**src/rtl/prog_load_dump_pkg.sv**
```systemverilog
// prog_load_dump_pkg: shared types, constants and helpers for the program load/run/dump sequencer.
package prog_load_dump_pkg;

    typedef enum logic [2:0] {S_IDLE, S_LOAD, S_CLEAR, S_RUN, S_DUMP, S_DONE} state_e;
    typedef enum logic [1:0] {RD_IDLE, RD_ADDR, RD_DATA, RD_FIN} rd_phase_e;

    localparam logic [31:0] NOP_WORD = 32'h0;

    function automatic logic [31:0] clamp_len(input logic [31:0] len, input logic [31:0] lim);
        return (len > lim) ? lim : len;
    endfunction

endpackage

```
**src/rtl/ldc_dump_reader.sv**
```systemverilog
// ldc_dump_reader: streams data-memory words 0..len-1 out through a valid/ready port, one word per two cycles.
module ldc_dump_reader
    import prog_load_dump_pkg::*;
#(
    parameter int DATA_W = 32,
    parameter int DA_W   = 6
) (
    input  logic              clk,
    input  logic              reset,
    input  logic              start,
    input  logic [DA_W:0]     len,
    output logic              finished,
    output logic [DA_W-1:0]   dmem_raddr,
    input  logic [DATA_W-1:0] dmem_rdata,
    output logic              m_valid,
    input  logic              m_ready,
    output logic [DATA_W-1:0] m_data,
    output logic              m_last
);

    rd_phase_e         ph_q, ph_d;
    logic [DA_W:0]     idx_q, len_q;
    logic              fresh_q;
    logic [DATA_W-1:0] hold_q;

    always_comb begin
        ph_d = ph_q;
        case (ph_q)
            RD_ADDR: ph_d = RD_DATA;
            RD_DATA: if (m_ready) ph_d = m_last ? RD_IDLE : RD_ADDR;
            RD_FIN:  ph_d = RD_IDLE;
            default: ph_d = ph_q;
        endcase
        if (start) ph_d = (len == '0) ? RD_FIN : RD_ADDR;
    end

    always_ff @(posedge clk) begin
        if (reset) begin
            ph_q    <= RD_IDLE;
            idx_q   <= '0;
            len_q   <= '0;
            fresh_q <= 1'b0;
            hold_q  <= '0;
        end else begin
            ph_q    <= ph_d;
            fresh_q <= ph_q == RD_ADDR;
            if (fresh_q) hold_q <= dmem_rdata;
            if (start) begin
                idx_q <= '0;
                len_q <= len;
            end else if (m_valid && m_ready) begin
                idx_q <= idx_q + (DA_W+1)'(1);
            end
        end
    end

    // The read data is live only in the first data cycle; later stall cycles replay the captured copy.
    assign m_data     = fresh_q ? dmem_rdata : hold_q;
    assign m_valid    = ph_q == RD_DATA;
    assign m_last     = m_valid && (idx_q == len_q - (DA_W+1)'(1));
    assign dmem_raddr = idx_q[DA_W-1:0];
    assign finished   = (ph_q == RD_FIN) || (m_valid && m_ready && m_last);

endmodule

```
**src/rtl/prog_load_dump_ctrl.sv**
```systemverilog
// prog_load_dump_ctrl: loads imem from a stream with the core held in reset, runs it for a budget, dumps dmem.
// Define LDC_IMEM_CLEAR_EN to zero-fill the unloaded tail of imem before the run.
module prog_load_dump_ctrl
    import prog_load_dump_pkg::*;
#(
    parameter int DATA_W     = 32,
    parameter int IMEM_DEPTH = 64,
    parameter int DMEM_DEPTH = 64,
    parameter int RUN_W      = 16,
    localparam int IA_W      = $clog2(IMEM_DEPTH),
    localparam int DA_W      = $clog2(DMEM_DEPTH)
) (
    input  logic              clk,
    input  logic              reset,
    input  logic              start,
    input  logic [IA_W:0]     load_len,
    input  logic [RUN_W-1:0]  run_cycles,
    input  logic [DA_W:0]     dump_len,
    input  logic              s_valid,
    output logic              s_ready,
    input  logic [DATA_W-1:0] s_data,
    output logic              imem_we,
    output logic [IA_W-1:0]   imem_addr,
    output logic [DATA_W-1:0] imem_wdata,
    output logic              cpu_reset,
    output logic [DA_W-1:0]   dmem_raddr,
    input  logic [DATA_W-1:0] dmem_rdata,
    output logic              m_valid,
    input  logic              m_ready,
    output logic [DATA_W-1:0] m_data,
    output logic              m_last,
    output logic              busy,
    output logic              done
);

    localparam logic [IA_W:0] IMEM_FULL = (IA_W+1)'(IMEM_DEPTH);

    state_e            state_q, state_d;
    logic [IA_W:0]     cnt_q, load_len_q;
    logic [DA_W:0]     dump_len_q;
    logic [RUN_W-1:0]  run_q;
    logic              imem_we_q;
    logic [IA_W-1:0]   imem_addr_q;
    logic [DATA_W-1:0] imem_wdata_q;
    logic              load_done, load_wr, clr_wr, dump_start, dump_fin;

    assign load_done = cnt_q == load_len_q;
    assign load_wr   = s_valid && s_ready;
`ifdef LDC_IMEM_CLEAR_EN
    assign clr_wr    = (state_q == S_CLEAR) && (cnt_q != IMEM_FULL);
`else
    assign clr_wr    = 1'b0;
`endif
    assign dump_start = (state_q == S_RUN) && (state_d == S_DUMP);

    always_ff @(posedge clk) state_q <= reset ? S_IDLE : state_d;

    // Leaving LOAD/CLEAR waits for the counter to settle, so the final write lands before the core runs.
    always_comb begin
        state_d = state_q;
        case (state_q)
            S_IDLE:  if (start) state_d = S_LOAD;
`ifdef LDC_IMEM_CLEAR_EN
            S_LOAD:  if (load_done) state_d = (cnt_q == IMEM_FULL) ? S_RUN : S_CLEAR;
            S_CLEAR: if (cnt_q == IMEM_FULL) state_d = S_RUN;
`else
            S_LOAD:  if (load_done) state_d = S_RUN;
`endif
            S_RUN:   if (run_q <= RUN_W'(1)) state_d = S_DUMP;
            S_DUMP:  if (dump_fin) state_d = S_DONE;
            S_DONE:  state_d = S_IDLE;
            default: state_d = S_IDLE;
        endcase
    end

    always_comb begin
        busy      = state_q != S_IDLE;
        done      = state_q == S_DONE;
        cpu_reset = !((state_q == S_RUN) && (run_q != '0));
        s_ready   = (state_q == S_LOAD) && !load_done;
    end

    always_ff @(posedge clk) begin
        if (reset) begin
            cnt_q        <= '0;
            load_len_q   <= '0;
            dump_len_q   <= '0;
            run_q        <= '0;
            imem_we_q    <= 1'b0;
            imem_addr_q  <= '0;
            imem_wdata_q <= '0;
        end else begin
            imem_we_q <= load_wr || clr_wr;
            if (load_wr || clr_wr) begin
                imem_addr_q  <= cnt_q[IA_W-1:0];
                imem_wdata_q <= load_wr ? s_data : DATA_W'(NOP_WORD);
                cnt_q        <= cnt_q + (IA_W+1)'(1);
            end
            if (state_q == S_IDLE) begin
                cnt_q <= '0;
                if (start) begin
                    load_len_q <= (IA_W+1)'(clamp_len(32'(load_len), 32'(IMEM_DEPTH)));
                    dump_len_q <= (DA_W+1)'(clamp_len(32'(dump_len), 32'(DMEM_DEPTH)));
                    run_q      <= run_cycles;
                end
            end
            if ((state_q == S_RUN) && (run_q != '0)) run_q <= run_q - RUN_W'(1);
        end
    end

    assign imem_we    = imem_we_q;
    assign imem_addr  = imem_addr_q;
    assign imem_wdata = imem_wdata_q;

    ldc_dump_reader #(.DATA_W(DATA_W), .DA_W(DA_W)) u_reader (
        .clk        (clk),
        .reset      (reset),
        .start      (dump_start),
        .len        (dump_len_q),
        .finished   (dump_fin),
        .dmem_raddr (dmem_raddr),
        .dmem_rdata (dmem_rdata),
        .m_valid    (m_valid),
        .m_ready    (m_ready),
        .m_data     (m_data),
        .m_last     (m_last)
    );

endmodule

```
**config.mk**
```make
export PLATFORM = sky130hd
export DESIGN_NAME = prog_load_dump_ctrl
export DESIGN_NICKNAME = d
export VERILOG_FILES = /design/src/rtl/prog_load_dump_pkg.sv /design/src/rtl/ldc_dump_reader.sv /design/src/rtl/prog_load_dump_ctrl.sv
export SDC_FILE = /design/constraint.sdc
export NUM_CORES = 1
export LEC_CHECK = 0
export ABC_AREA = 1
export BUFFER_PORTS_ARGS = -buffer_cell sky130_fd_sc_hd__buf_2
export CORE_MARGIN = 4
export CORE_UTILIZATION = 51
export CTS_BUF_LIST = sky130_fd_sc_hd__clkbuf_16
export CTS_CLUSTER_DIAMETER = 50
export CTS_CLUSTER_SIZE = 16
export DETAILED_ROUTE_END_ITERATION = 8
export HOLD_SLACK_MARGIN = 0.1
export PLACE_DENSITY = 0.8
export SYNTH_ARGS = -nofsm -noshare
export SYNTH_HDL_FRONTEND = slang
export SYNTH_SLANG_ARGS = --single-unit
```
**constraint.sdc**
```tcl
create_clock -name clk -period 2.6 [get_ports clk]
set_clock_uncertainty 0.2 [all_clocks]
set_input_delay 0.65 -clock clk [delete_from_list [all_inputs] [get_ports clk]]
set_output_delay 0.65 -clock clk [all_outputs]
set_load 0.02 [all_outputs]
```
Word-level counts from Yosys, hierarchy flattened
Index checks and enable logic that the tools add are counted.
W data, S select, Z words.

storage, ports and cells
  register bits after elaboration = 128
  bits of input ports = 99
  output and inout bits = 83
  logic and storage cells = 69

cells by class
  add/subtract/negate cells = 4
  magnitude comparators = 3
  equality and inequality tests = 11
  muxes and demuxes = 16
  reductions and logical operators = 22

operators with widths
  cell                     count
  $mux W16                 3
  $mux W32                 1
  $le A16 B1 Y1 const B    1
  $reduce_bool A16 Y1      1
  $sub A16 B1 Y16 const B  1
  $add A7 B1 Y7 const B    2
  $eq A7 B7 Y1             2
  $gt A7 B7 Y1 const B     2
  $mux W7                  2
  $mux W3                  4
  $pmux W3 S4              1
  $eq A3 B3 Y1 const B     3
  $logic_and A1 B1 Y1      7
  $logic_not A7 Y1         1
  $sub A7 B1 Y7 const B    1
  $mux W2                  3
  $pmux W2 S3              1
  $reduce_and A2 Y1        3
  $eq A2 B2 Y1 const B     2
  $reduce_bool A2 Y1       2
  $reduce_bool A4 Y1       1
  $reduce_or A2 Y1         2
  $eq A3 B1 Y1 const B     1
  $eq A3 B2 Y1 const B     1
  7 further kinds          8

Logic depth before layout (Yosys ltp)
  word-level depth = 11
  gate-level depth with buffers = 14
  depth with buffers taken out = 14

By module
From an unflattened synthesis, not the netlist that was laid out.

unflattened totals
  cell total of the unflattened synthesis = 944
  area total of the unflattened synthesis = 6175.9 um2

by module, submodules not included
  module               times used  cells an instance  area an instance (um2)  sequential area each (um2)
  prog_load_dump_ctrl  1           605                3912.5                  1581.5
  ldc_dump_reader      1           339                2263.4                  980.9

Least setup slack after synthesis
OpenSTA, ideal clock, no wires.

  path kind = register to output
  from = register u_reader.len_q[0]
  to = output m_last
  arrival = 1531 ps
  data required time = 1750 ps
  slack = 219 ps
  stages on the path, launching flop included = 11
  buffers on the path = 0
  path through = dfxtp_1 -> inv_1 -> ha_1 -> inv_1 -> nand2_1 -> nand2_1 -> nor2_1 -> nand2_1 -> nor2_1 -> nand2_1 -> nor3_1

on the way
  longest elaborated chain between the ends = 3

ends and longest elaborated chain
  item                    line                       text
  start, declared         ldc_dump_reader.sv:22      logic [DA_W:0] idx_q, len_q;
  start signal, assigned  ldc_dump_reader.sv:50      len_q <= len;
  $sub A7 B1 Y7           ldc_dump_reader.sv:60      assign m_last = m_valid && (idx_q == len_q - (DA_W+1)'(1));
  $eq A7 B7 Y1            ldc_dump_reader.sv:60
  $logic_and A1 B1 Y1     ldc_dump_reader.sv:60
  end, declared           prog_load_dump_ctrl.sv:31  output logic m_last,

No other way between the ends.

Worst setup path after layout
Ends and elaborated chain as after synthesis.

==> results.json <==
{
  "status": "finished, violations left",
  "failed_checks": "negative setup slack",
  "setup_viol": 1,
  "antenna_found_initial": 0,
  "timing.hold.ws_ns": 0.2606,
  "htreeDepth": 4,
  "yosysWarnings": 0,
  "cts_buffers": 17,
  "synth_cell_types": 41,
  "antenna_cells": 0,
  "critPathBufInv": 3,
  "die_w_um": 114.5,
  "cp.arrival_ns": 1.75,
  "cpMaxStageDelayCell": "dfxtp_2",
  "core-area_mm2": 0.01098,
  "avgSynthCellArea_um2": 7.282,
  "postLayoutCellArea_mm2": 0.007431,
  "grt_pass1_wl_um": 22850,
  "swShare_pct": 26.42,
  "numClockSinks": 128,
  "hpwl_um": 9748,
  "syn-num-nets": 902,
  "syn_area_mm2": 0.005789,
  "power_leakage_nw": 3.579,
  "drive_gt1_share_pct": 26.79,
  "drt-total-wl_um": 14030,
  "synthFlopType": "dfxtp_1",
  "cpPeakStageDelay_ns": 0.35,
  "preCtsSetupSlack_ns": 0.3070,
  "power_mw": 5.327,
  "num_rows": 38,
  "yosys.area.top_type": "dfxtp_1",
  "path_delay_family": "simple AND/OR/NAND/NOR gates",
  "globalplace.congestion": 0.8514,
  "drc": 0,
  "period_share_pct": 100.0,
  "area_growth_pct": 28.36,
  "worstSetupPathType": "reg2out",
  "hold_class": "reg2reg",
  "boundaryPins": 182,
  "grt_overflow": 0,
  "relSlewSlack_pct": 62.21,
  "ys_top_cells_by_count": "nand2_1, dfxtp_1, a21oi_1, inv_1, nor2_1",
  "vias": 5459,
  "path_cells": "inv_4 > ha_4 > inv_1 > nand2_1 > nand3_1 > nand3_1 > nor2_1 > nand2_1 > nor3_2 > buf_4",
  "antenna_left": 0,
  "reg2reg_from": "run_q[0]",
  "routedWlPerCell_um": 12.54,
  "synth_top_family_by_area": "simple AND/OR/NAND/NOR gates",
  "worst_slack_ns": -0.0007649,
  "synthXorXnorAreaFrac_pct": 3.480,
  "cts_buffer_depth": 2,
  "grt.total_usage_pct": 21.15,
  "pwr-share-comb_pct": 12.8,
  "synth_simple_gate_area_share_pct": 27.69,
  "cp-end-kind": "output port",
  "power.switching_mw": 1.407,
  "netlist_instances": 795,
  "synth_compound_area_share_pct": 14.63,
  "drt_iter0_markers": 280,
  "netlist.area_leader.share_pct": 44.26,
  "worst_setup_path_start_kind": "register",
  "p_clk_share_pct": 47.8,
  "synth_edf_count": 0,
  "grt_max_degree": 72,
  "via_per_inst": 4.883,
  "cts_tree": "done",
  "ys_ff_latch": 128,
  "first_pass_iters": 4,
  "finalNetCount": 1072,
  "hold_viol": 0,
  "first_global_vias": 5294,
  "clk_pin_slew_ns": 0.06,
  "worstSkewPairLatency_ns": 0.41,
  "fmax_mhz": 384.5,
  "async_flop_share_pct": 0,
  "die_h_um": 114.5,
  "worstHoldStart": "imem_wdata[6]",
  "period_minus_slack_ns": 2.601,
  "path_max_fanout": 3,
  "synth-seq-area-share_pct": 44.26,
  "synth.most_common_cell": "nand2_1",
  "required_ns": 1.75,
  "holdBufCountCts": 0,
  "ir_drop_v": 0.0004912,
  "synth-adder-area-share_pct": 1.729,
  "p_int_mw": 3.920,
  "p_per_area_mw_per_mm2": 716.9,
  "drv_slew": 0,
  "initial_utilization_pct": 52.71,
  "synth_area_leaders": "dfxtp_1, nand2_1, a21oi_1, inv_1, nor2_1",
  "dpl-instance-area_mm2": 0.006718,
  "max_slew.worst_pin.slew_ns": 0.5617,
  "rsz0062_at_grt": "yes",
  "startpoint": "u_reader.len_q[0]",
  "synth_mux_area_share_pct": 0,
  "pwr-share-seq_pct": 39.4,
  "dieArea_mm2": 0.01312,
  "port_buffers": 181,
  "root_buffer": "clkbuf_16",
  "cap_violations": 0
}
[power by group through the flow]
stage	logic, mW	clock network [mW]	registers, mW
floorplan	0.437	0	2.17
finish	0.682	2.54	2.10
detailed placement	0.668	0	2.14
CTS	0.681	2.59	2.10
global route	0.762	2.68	2.11
global placement	0.660	0	2.14
[state kept, by name, summed over array words and instances, names as in the netlist]
name	flops
u_reader.ph_q	2
run_q	16
state_q	3
dump_len_q	7
u_reader.idx_q	7
imem_we	1
imem_wdata	32
u_reader.fresh_q	1
load_len_q	7
u_reader.hold_q	32
u_reader.len_q	7
imem_addr	6
cnt_q	7
[worst paths after layout]
path	to	slack, ns	cells past startpoint
max	m_last	-0.0008	10
min	imem_wdata[6]	0.26	2
max reg2reg	u_reader.idx_q[2]	0.46	11
min reg2reg	imem_wdata[6]	0.26	2
[metal layers]
| metal | vias up | GRT usage (%) | part of all wire, % |
|---|---|---|---|
| li1 | 2898 | - | - |
| met1 | 2390 | 24.90 | 43 |
| met5 | - | 0 | 0 |
| met4 | 0 | 7.759 | 1.5 |
| met2 | 152 | 36.63 | 49 |
| met3 | 19 | 5.814 | 6.5 |
[stage by stage]
step           cells  util, %  setup TNS (ns)
6_report        1118    67.66      -0.0007649
4_1_cts         1115    67.34        -0.05976
5_1_grt         1118    67.66         -0.1705
2_1_floorplan    795        -               0
3_3_place_gp    1082    61.16               0
3_5_place_dp    1082    61.16               0
[placed cells by master, fill, tap and decap left out, drive strengths merged, types with 8 or more instances in the layout]
cell type,netlist,final
nor3,17,17
a21oi,104,104
buf,24,195
nor2,58,58
xor2,18,18
nand3,17,17
clkbuf,20,17
dfxtp,128,128
inv,56,61
nand2,276,276
o21ai,32,32
ha,8,8
[repair_timing]
item                       4_1_cts  5_1_grt
pin swaps                        5        3
setup endpoints to repair        2        2
setup buffers                    1        3
hold endpoints to repair         0        0
gates resized for setup         11        5
[worst min-delay path: cells and delay by family (launching register included)]
kind             cells  cell delay [ns]
AO/OA/AOI/OAI        1             0.05
flip-flops           1             0.31
AND/OR/NAND/NOR      1             0.06
[layout make-up]
cell class	instances	area, µm²
flip-flops and latches	128	2565
fillers	939	3552
clock buffers	17	425.4
inverters	56	212.7
multi-input cells	567	2793
clock inverters	15	206.4
repair buffers	195	1054
well taps	140	175.2
[kinds of logic (layout without fill, tap and decap cells)]
family                     after synthesis  after routing
AOI/OAI and AO/OA                      155            155
xor gates and xnor gates                23             23
adders and majority gates                8              8
buffers and inverters                  100            283
DFF                                    128            128
and+or+nand+nor                        381            381
Note: power is estimated with default switching activity, not from simulation.
